===== src/rtl/policy_deck.sv =====
// Policy-card deck engine: draw stack, 3-card hand, discard and board tallies,
// host command execution and an LFSR-driven in-place Fisher-Yates shuffle.
module policy_deck #(
   parameter int unsigned DECK_SIZE = 17,
   parameter int unsigned N_LIB     = 6,
   parameter logic [7:0]  LFSR_SEED = 8'h01
) (
   input  logic       clk,
   input  logic       rst_n,
   input  logic       cmd_valid,
   input  logic [2:0] cmd_op,
   input  logic [1:0] cmd_idx,
   output logic       cmd_ready,
   output logic       rsp_valid,
   output logic       rsp_err,
   output logic [2:0] rsp_cards,
   output logic [4:0] stack_n,
   output logic [4:0] discard_n,
   output logic [1:0] hand_n,
   output logic [2:0] board_lib,
   output logic [2:0] board_fas
);
   localparam int unsigned CW = 5;
   localparam int unsigned SW = CW + 1;
   localparam logic [DECK_SIZE-1:0] INIT_STACK = DECK_SIZE'((64'd1 << N_LIB) - 64'd1);
   localparam logic [CW-1:0] FULL_N = CW'(DECK_SIZE);

   localparam logic [2:0] OP_RESET = 3'd1;
   localparam logic [2:0] OP_PEEK  = 3'd2;
   localparam logic [2:0] OP_DRAW  = 3'd3;
   localparam logic [2:0] OP_DISC  = 3'd4;
   localparam logic [2:0] OP_ENACT = 3'd5;
   localparam logic [2:0] OP_SHUF  = 3'd6;
   localparam logic [2:0] OP_ILL   = 3'd7;

   typedef enum logic [1:0] {IDLE, MERGE, SWAP, DONE} state_t;

   state_t                state;
   logic [DECK_SIZE-1:0]  stack;
   logic [DECK_SIZE-1:0]  merge_c;
   logic [DECK_SIZE-1:0]  swapped_c;
   logic [CW-1:0]         discard_ones;
   logic [CW-1:0]         swap_i;
   logic [CW-1:0]         new_n_c;
   logic [CW-1:0]         r_c;
   logic [SW-1:0]         merge_top_c;
   logic [2:0]            hand;
   logic [1:0]            kept_c;
   logic                  illegal_c;
   logic                  disc_card_c;
   logic                  card_c;
   logic                  other_c;
   logic [7:0]            lfsr;

   // Free-running random source, independent of the deck state
   always_ff @(posedge clk or negedge rst_n) begin
      if (!rst_n) lfsr <= LFSR_SEED;
      else        lfsr <= {lfsr[6:0], lfsr[7] ^ lfsr[5] ^ lfsr[4] ^ lfsr[3]};
   end

   assign r_c         = lfsr[4:0];
   assign new_n_c     = stack_n + discard_n;
   assign merge_top_c = SW'(stack_n) + SW'(discard_ones);
   assign disc_card_c = hand[cmd_idx];
   assign card_c      = hand[{1'b0, cmd_idx[0]}];
   assign other_c     = hand[{1'b0, ~cmd_idx[0]}];

   always_comb begin
      illegal_c = 1'b0;
      case (cmd_op)
         OP_PEEK:  illegal_c = (stack_n < CW'(3));
         OP_DRAW:  illegal_c = (stack_n < CW'(3)) || (hand_n != 2'd0);
         OP_DISC:  illegal_c = (hand_n != 2'd3) || (cmd_idx > 2'd2);
         OP_ENACT: illegal_c = (hand_n != 2'd2) || (cmd_idx > 2'd1);
         OP_SHUF:  illegal_c = (hand_n != 2'd0);
         OP_ILL:   illegal_c = 1'b1;
         default:  illegal_c = 1'b0;
      endcase
   end

   // Surviving two cards keep their relative order
   always_comb begin
      case (cmd_idx)
         2'd0:    kept_c = hand[2:1];
         2'd1:    kept_c = {hand[2], hand[0]};
         default: kept_c = hand[1:0];
      endcase
   end

   // Discarded liberals are packed as ones directly above the current top count
   always_comb begin
      merge_c = stack;
      for (int k = 0; k < DECK_SIZE; k++) begin
         if (SW'(k) >= SW'(stack_n) && SW'(k) < merge_top_c) merge_c[k] = 1'b1;
      end
   end

   always_comb begin
      swapped_c         = stack;
      swapped_c[swap_i] = stack[r_c];
      swapped_c[r_c]    = stack[swap_i];
   end

   always_ff @(posedge clk or negedge rst_n) begin
      if (!rst_n) begin
         state        <= IDLE;
         stack        <= INIT_STACK;
         stack_n      <= FULL_N;
         discard_n    <= '0;
         discard_ones <= '0;
         hand         <= '0;
         hand_n       <= '0;
         board_lib    <= '0;
         board_fas    <= '0;
         swap_i       <= '0;
         rsp_valid    <= 1'b0;
         rsp_err      <= 1'b0;
         rsp_cards    <= '0;
         cmd_ready    <= 1'b1;
      end else begin
         rsp_valid <= 1'b0;
         case (state)
            IDLE: begin
               if (cmd_valid && cmd_ready && cmd_op != 3'd0) begin
                  rsp_valid <= (cmd_op != OP_SHUF) || illegal_c;
                  rsp_err   <= illegal_c;
                  rsp_cards <= '0;
                  if (!illegal_c) begin
                     case (cmd_op)
                        OP_RESET: begin
                           stack        <= INIT_STACK;
                           stack_n      <= FULL_N;
                           discard_n    <= '0;
                           discard_ones <= '0;
                           hand         <= '0;
                           hand_n       <= '0;
                           board_lib    <= '0;
                           board_fas    <= '0;
                        end
                        OP_PEEK: rsp_cards <= stack[2:0];
                        OP_DRAW: begin
                           hand      <= stack[2:0];
                           stack     <= stack >> 3;
                           stack_n   <= stack_n - CW'(3);
                           hand_n    <= 2'd3;
                           rsp_cards <= stack[2:0];
                        end
                        OP_DISC: begin
                           discard_n    <= discard_n + CW'(1);
                           discard_ones <= discard_ones + CW'(disc_card_c);
                           hand         <= {1'b0, kept_c};
                           hand_n       <= 2'd2;
                           rsp_cards    <= {1'b0, kept_c};
                        end
                        OP_ENACT: begin
                           if (card_c) board_lib <= (board_lib == 3'd7) ? board_lib : board_lib + 3'd1;
                           else        board_fas <= (board_fas == 3'd7) ? board_fas : board_fas + 3'd1;
                           discard_n    <= discard_n + CW'(1);
                           discard_ones <= discard_ones + CW'(other_c);
                           hand         <= '0;
                           hand_n       <= '0;
                           rsp_cards    <= {2'b00, card_c};
                        end
                        OP_SHUF: begin
                           cmd_ready <= 1'b0;
                           state     <= MERGE;
                        end
                        default: ;
                     endcase
                  end
               end
            end
            MERGE: begin
               stack        <= merge_c;
               stack_n      <= new_n_c;
               discard_n    <= '0;
               discard_ones <= '0;
               swap_i       <= new_n_c - CW'(1);
               if (new_n_c <= CW'(1)) begin
                  state     <= DONE;
                  rsp_valid <= 1'b1;
                  rsp_err   <= 1'b0;
                  rsp_cards <= '0;
               end else begin
                  state <= SWAP;
               end
            end
            SWAP: begin
               // Out-of-range draws are rejected rather than folded, keeping the shuffle unbiased
               if (r_c <= swap_i) begin
                  stack  <= swapped_c;
                  swap_i <= swap_i - CW'(1);
                  if (swap_i == CW'(1)) begin
                     state     <= DONE;
                     rsp_valid <= 1'b1;
                     rsp_err   <= 1'b0;
                     rsp_cards <= '0;
                  end
               end
            end
            DONE: begin
               cmd_ready <= 1'b1;
               state     <= IDLE;
            end
         endcase
      end
   end

endmodule

===== config.mk =====
export PLATFORM = sky130hd
export DESIGN_NAME = policy_deck
export DESIGN_NICKNAME = d
export VERILOG_FILES = /design/src/rtl/policy_deck.sv
export SDC_FILE = /design/constraint.sdc
export NUM_CORES = 1
export LEC_CHECK = 0
export BUFFER_PORTS_ARGS = -buffer_cell sky130_fd_sc_hd__clkbuf_2
export CORE_ASPECT_RATIO = 1.4
export CORE_MARGIN = 5
export CORE_UTILIZATION = 60
export CTS_BUF_LIST = sky130_fd_sc_hd__clkbuf_8
export DETAILED_ROUTE_END_ITERATION = 10
export HOLD_SLACK_MARGIN = 0.1
export PLACE_DENSITY = 0.77
export RECOVER_POWER = 25
export SLEW_MARGIN = 20
export SYNTH_ARGS = -nofsm -noshare
export SYNTH_HDL_FRONTEND = slang
export SYNTH_SLANG_ARGS = --single-unit

===== constraint.sdc =====
create_clock -name clk -period 3.3 [get_ports clk]
set_input_delay 0.66 -clock clk [delete_from_list [all_inputs] [get_ports clk]]
set_output_delay 0.66 -clock clk [all_outputs]
set_load 0.02 [all_outputs]

==> impl_metrics.tcl <==
set metrics [dict create \
    grt_pass1_wl_um 26200 \
    syn2layout_area_growth_pct 8.64 \
    power_frac_seq_pct 26.6 \
    routedWlPerCell_um 21.3 \
    h-tree-depth 3 \
    drv_slew 30 \
    grt_setup_unrepaired "no" \
    insertion_delay_ns 0.36 \
    diodes 0 \
    ant_nets 0 \
    layout-drive-gt1-share_pct 16.7 \
    setup_tns_ns 0 \
    ctsHoldBuffers 0 \
    die_x_um 89.9 \
    cts_setup_buffers 0 \
    final_util_pct 67.3 \
    synth_compound_area_share_pct 27.8 \
    hold_violations 0 \
    muxShareOfSynthArea_pct 6.51 \
    layout_common_cells "a21oi_1 (62), dfrtp_1 (54), nand2_1 (51)" \
    p_comb_share_pct 60.7 \
    ios 32 \
    crit_type "reg -> reg" \
    synthAdderAreaFrac_pct 9.15 \
    gp_congestion 1.03 \
    rows 40 \
    clk_path_buf_depth 2 \
    clkTransAtPathRegs_ns 0.07 \
    fin_crit_ns 3.05 \
    crit_arrival_ns 3.29 \
    status "finished, violations left" \
    drc_errors 0 \
    vias_per_cell 6.98 \
    cellPowerDensity_mw_per_mm2 971 \
    synth.cell_area_mm2 0.00536 \
    vias 5299 \
    core_mm2 0.00866 \
    p_int_uw 2800 \
    routed_wl_um 16200 \
    synth_fp_nets 668 \
    clock.fmax_mhz 328 \
    p_sw_uw 2860 \
    setup_violations 0 \
    synthXorXnorAreaFrac_pct 2.12 \
    cp.required_ns 3.54 \
    switching_share_pct 50.6 \
    grt_pass1_vias 5054 \
    die_area_mm2 0.0110 \
    nets 695 \
    start_util_pct 61.9 \
    critPathCaptureType "flip-flop" \
    synth_cell_types 83 \
    synth_simple_gate_area_share_pct 19.5 \
    clkSinkCount 64 \
    dp_hpwl_um 11800 \
    maxCapViolCount 1 \
    p_clk_share_pct 12.8 \
    crit_fanout 12 \
    grt_util_all_layers_pct 29.7 \
    synth_edf_count 0 \
    netlist_instances 622 \
    antenna_found_initial 0 \
    synth_top_family_by_area "compound AO/OA/AOI/OAI gates" \
    grt-ovfl-total 0 \
    ys_warn_count 0 \
    postSynthAreaPerCell_um2 8.62 \
    fin_skew_ns 0.00676 \
    ys.flop_type "dfrtp_1" \
    port_buffers 31 \
    period_share_pct 92.4 \
    mostFrequentLayoutCell "a21oi_1" \
    cts_resized 0 \
    failed_checks "max-capacitance violations, max-slew violations" \
    async_flop_share_pct 100 \
    grt_max_degree 35 \
    p_leak_uw 0.00254 \
    drt_iter0_drc 436 \
    first_pass_iters 5 \
    numCtsBuffers 9 \
    die_h_um 122 \
    worst_pin_slew_ns 1.78 \
    synth-seq-cells 64 \
    hold_path_class "reg -> reg" \
    yosysSeqAreaShare_pct 30.1 \
    timing.slew.headroom_pct -18.5 \
    tritoncts "yes" \
    critPathLaunchType "flip-flop" \
    irDropWorstVdd_v 0.000481 \
    cts-root-buf "clkbuf_8" \
]
[area by class of cell]
| type | count | area [µm²] |
|---|---|---|
| Clock buffer | 11 | 151 |
| Multi-Input combinational cell | 501 | 3490 |
| Timing Repair Buffer | 50 | 293 |
| Tap cell | 105 | 131 |
| Inverter | 23 | 86.3 |
| Clock inverter | 5 | 55.1 |
| Sequential cell | 64 | 1610 |
| Fill cell | 740 | 2840 |
[cell families (layout without fill, tap and decap cells)]
kind of cell    after synthesis  after routing
flops                        64             64
xor+xnor                     13             13
simple gates                200            200
mux                          28             28
buf+inv                      57             89
compound gates              222            222
fa+ha+maj                    38             38
[sequential cells by signal (all words and copies together), names as in the netlist]
signal,cells
board_fas,3
state,2
hand_n,2
discard_ones,5
rsp_err,1
discard_n,5
lfsr,8
rsp_cards,3
board_lib,3
stack_n,5
swap_i,5
hand,3
rsp_valid,1
cmd_ready,1
stack,17
[power groups by stage]
stage / registers [µW] / logic (µW) / clock network [µW]
final: 1500 / 3430 / 721
after global routing: 1530 / 3730 / 765
after CTS: 1480 / 3350 / 727
after detailed placement: 1490 / 3310 / 0
after global placement: 1480 / 3260 / 0
after floorplan: 1390 / 2420 / 0
[synth_stat cells (all sizes together), types with 6 or more instances]
master	n	area, µm²
a21oi	62	310
dfrtp	54	1350
nand2	51	191
nor2	46	178
ha	36	450
o21ai	36	180
nand3	26	135
inv	22	82.6
a31oi	20	125
nor3	19	126
buf	18	110
clkbuf	16	61.3
mux2	12	139
mux2i	12	120
nand2b	12	75.1
o31ai	11	82.6
dfstp	10	263
a311oi	9	85.1
xnor2	8	70.1
nor2b	7	43.8
o21a	7	52.6
a211oi	6	45.0
a21o	6	45.0
and3	6	37.5
o311ai	6	52.6
[worst max-delay path: stages (launching register included)]
cell and delay [ns]:
dfrtp_1 0.60, inv_1 0.22, fa_1 0.53, nand2b_1 0.19, nor4_1 0.34, o21ai_2 0.19, nand2b_1 0.21, o32ai_1 0.43
o21ba_2 0.19, a31oi_1 0.04
[metal layers]
metal | vias up | global-route usage (%) | wire, µm
met1 | 2510 | 35.5 | 5850
met5 | - | 0 | 0
met3 | 70 | 3.64 | 1270
met2 | 312 | 52.0 | 8260
li1 | 2407 | - | -
met4 | 0 | 16.3 | 799
[final timing paths]
path / cells after the start / end / start / slack (ns)
max: 9 / stack[9] / stack_n[1] / 0.25
min: 0 / lfsr[7] / lfsr[6] / 0.36
max reg2reg: 9 / stack[9] / stack_n[1] / 0.25
min reg2reg: 0 / lfsr[7] / lfsr[6] / 0.36
max in group asynchronous: 2 / swap_i[1] / rst_n / 0.88
min in group asynchronous: 1 / stack[10] / rst_n / 0.76
[through the flow]
step	instance area [µm²]	cells	worst slack, ns	total power, µW	hold slack, ns
floorplan	5360	622	0.569	3820	0.331
global placement	5620	743	0.182	4740	0.344
detailed placement	5620	743	0.200	4800	0.351
CTS	5820	759	0.181	5560	0.350
global route	5820	759	0.0287	6030	0.393
finish	5820	759	0.252	5660	0.362
Power figures use the tool's default switching activity.
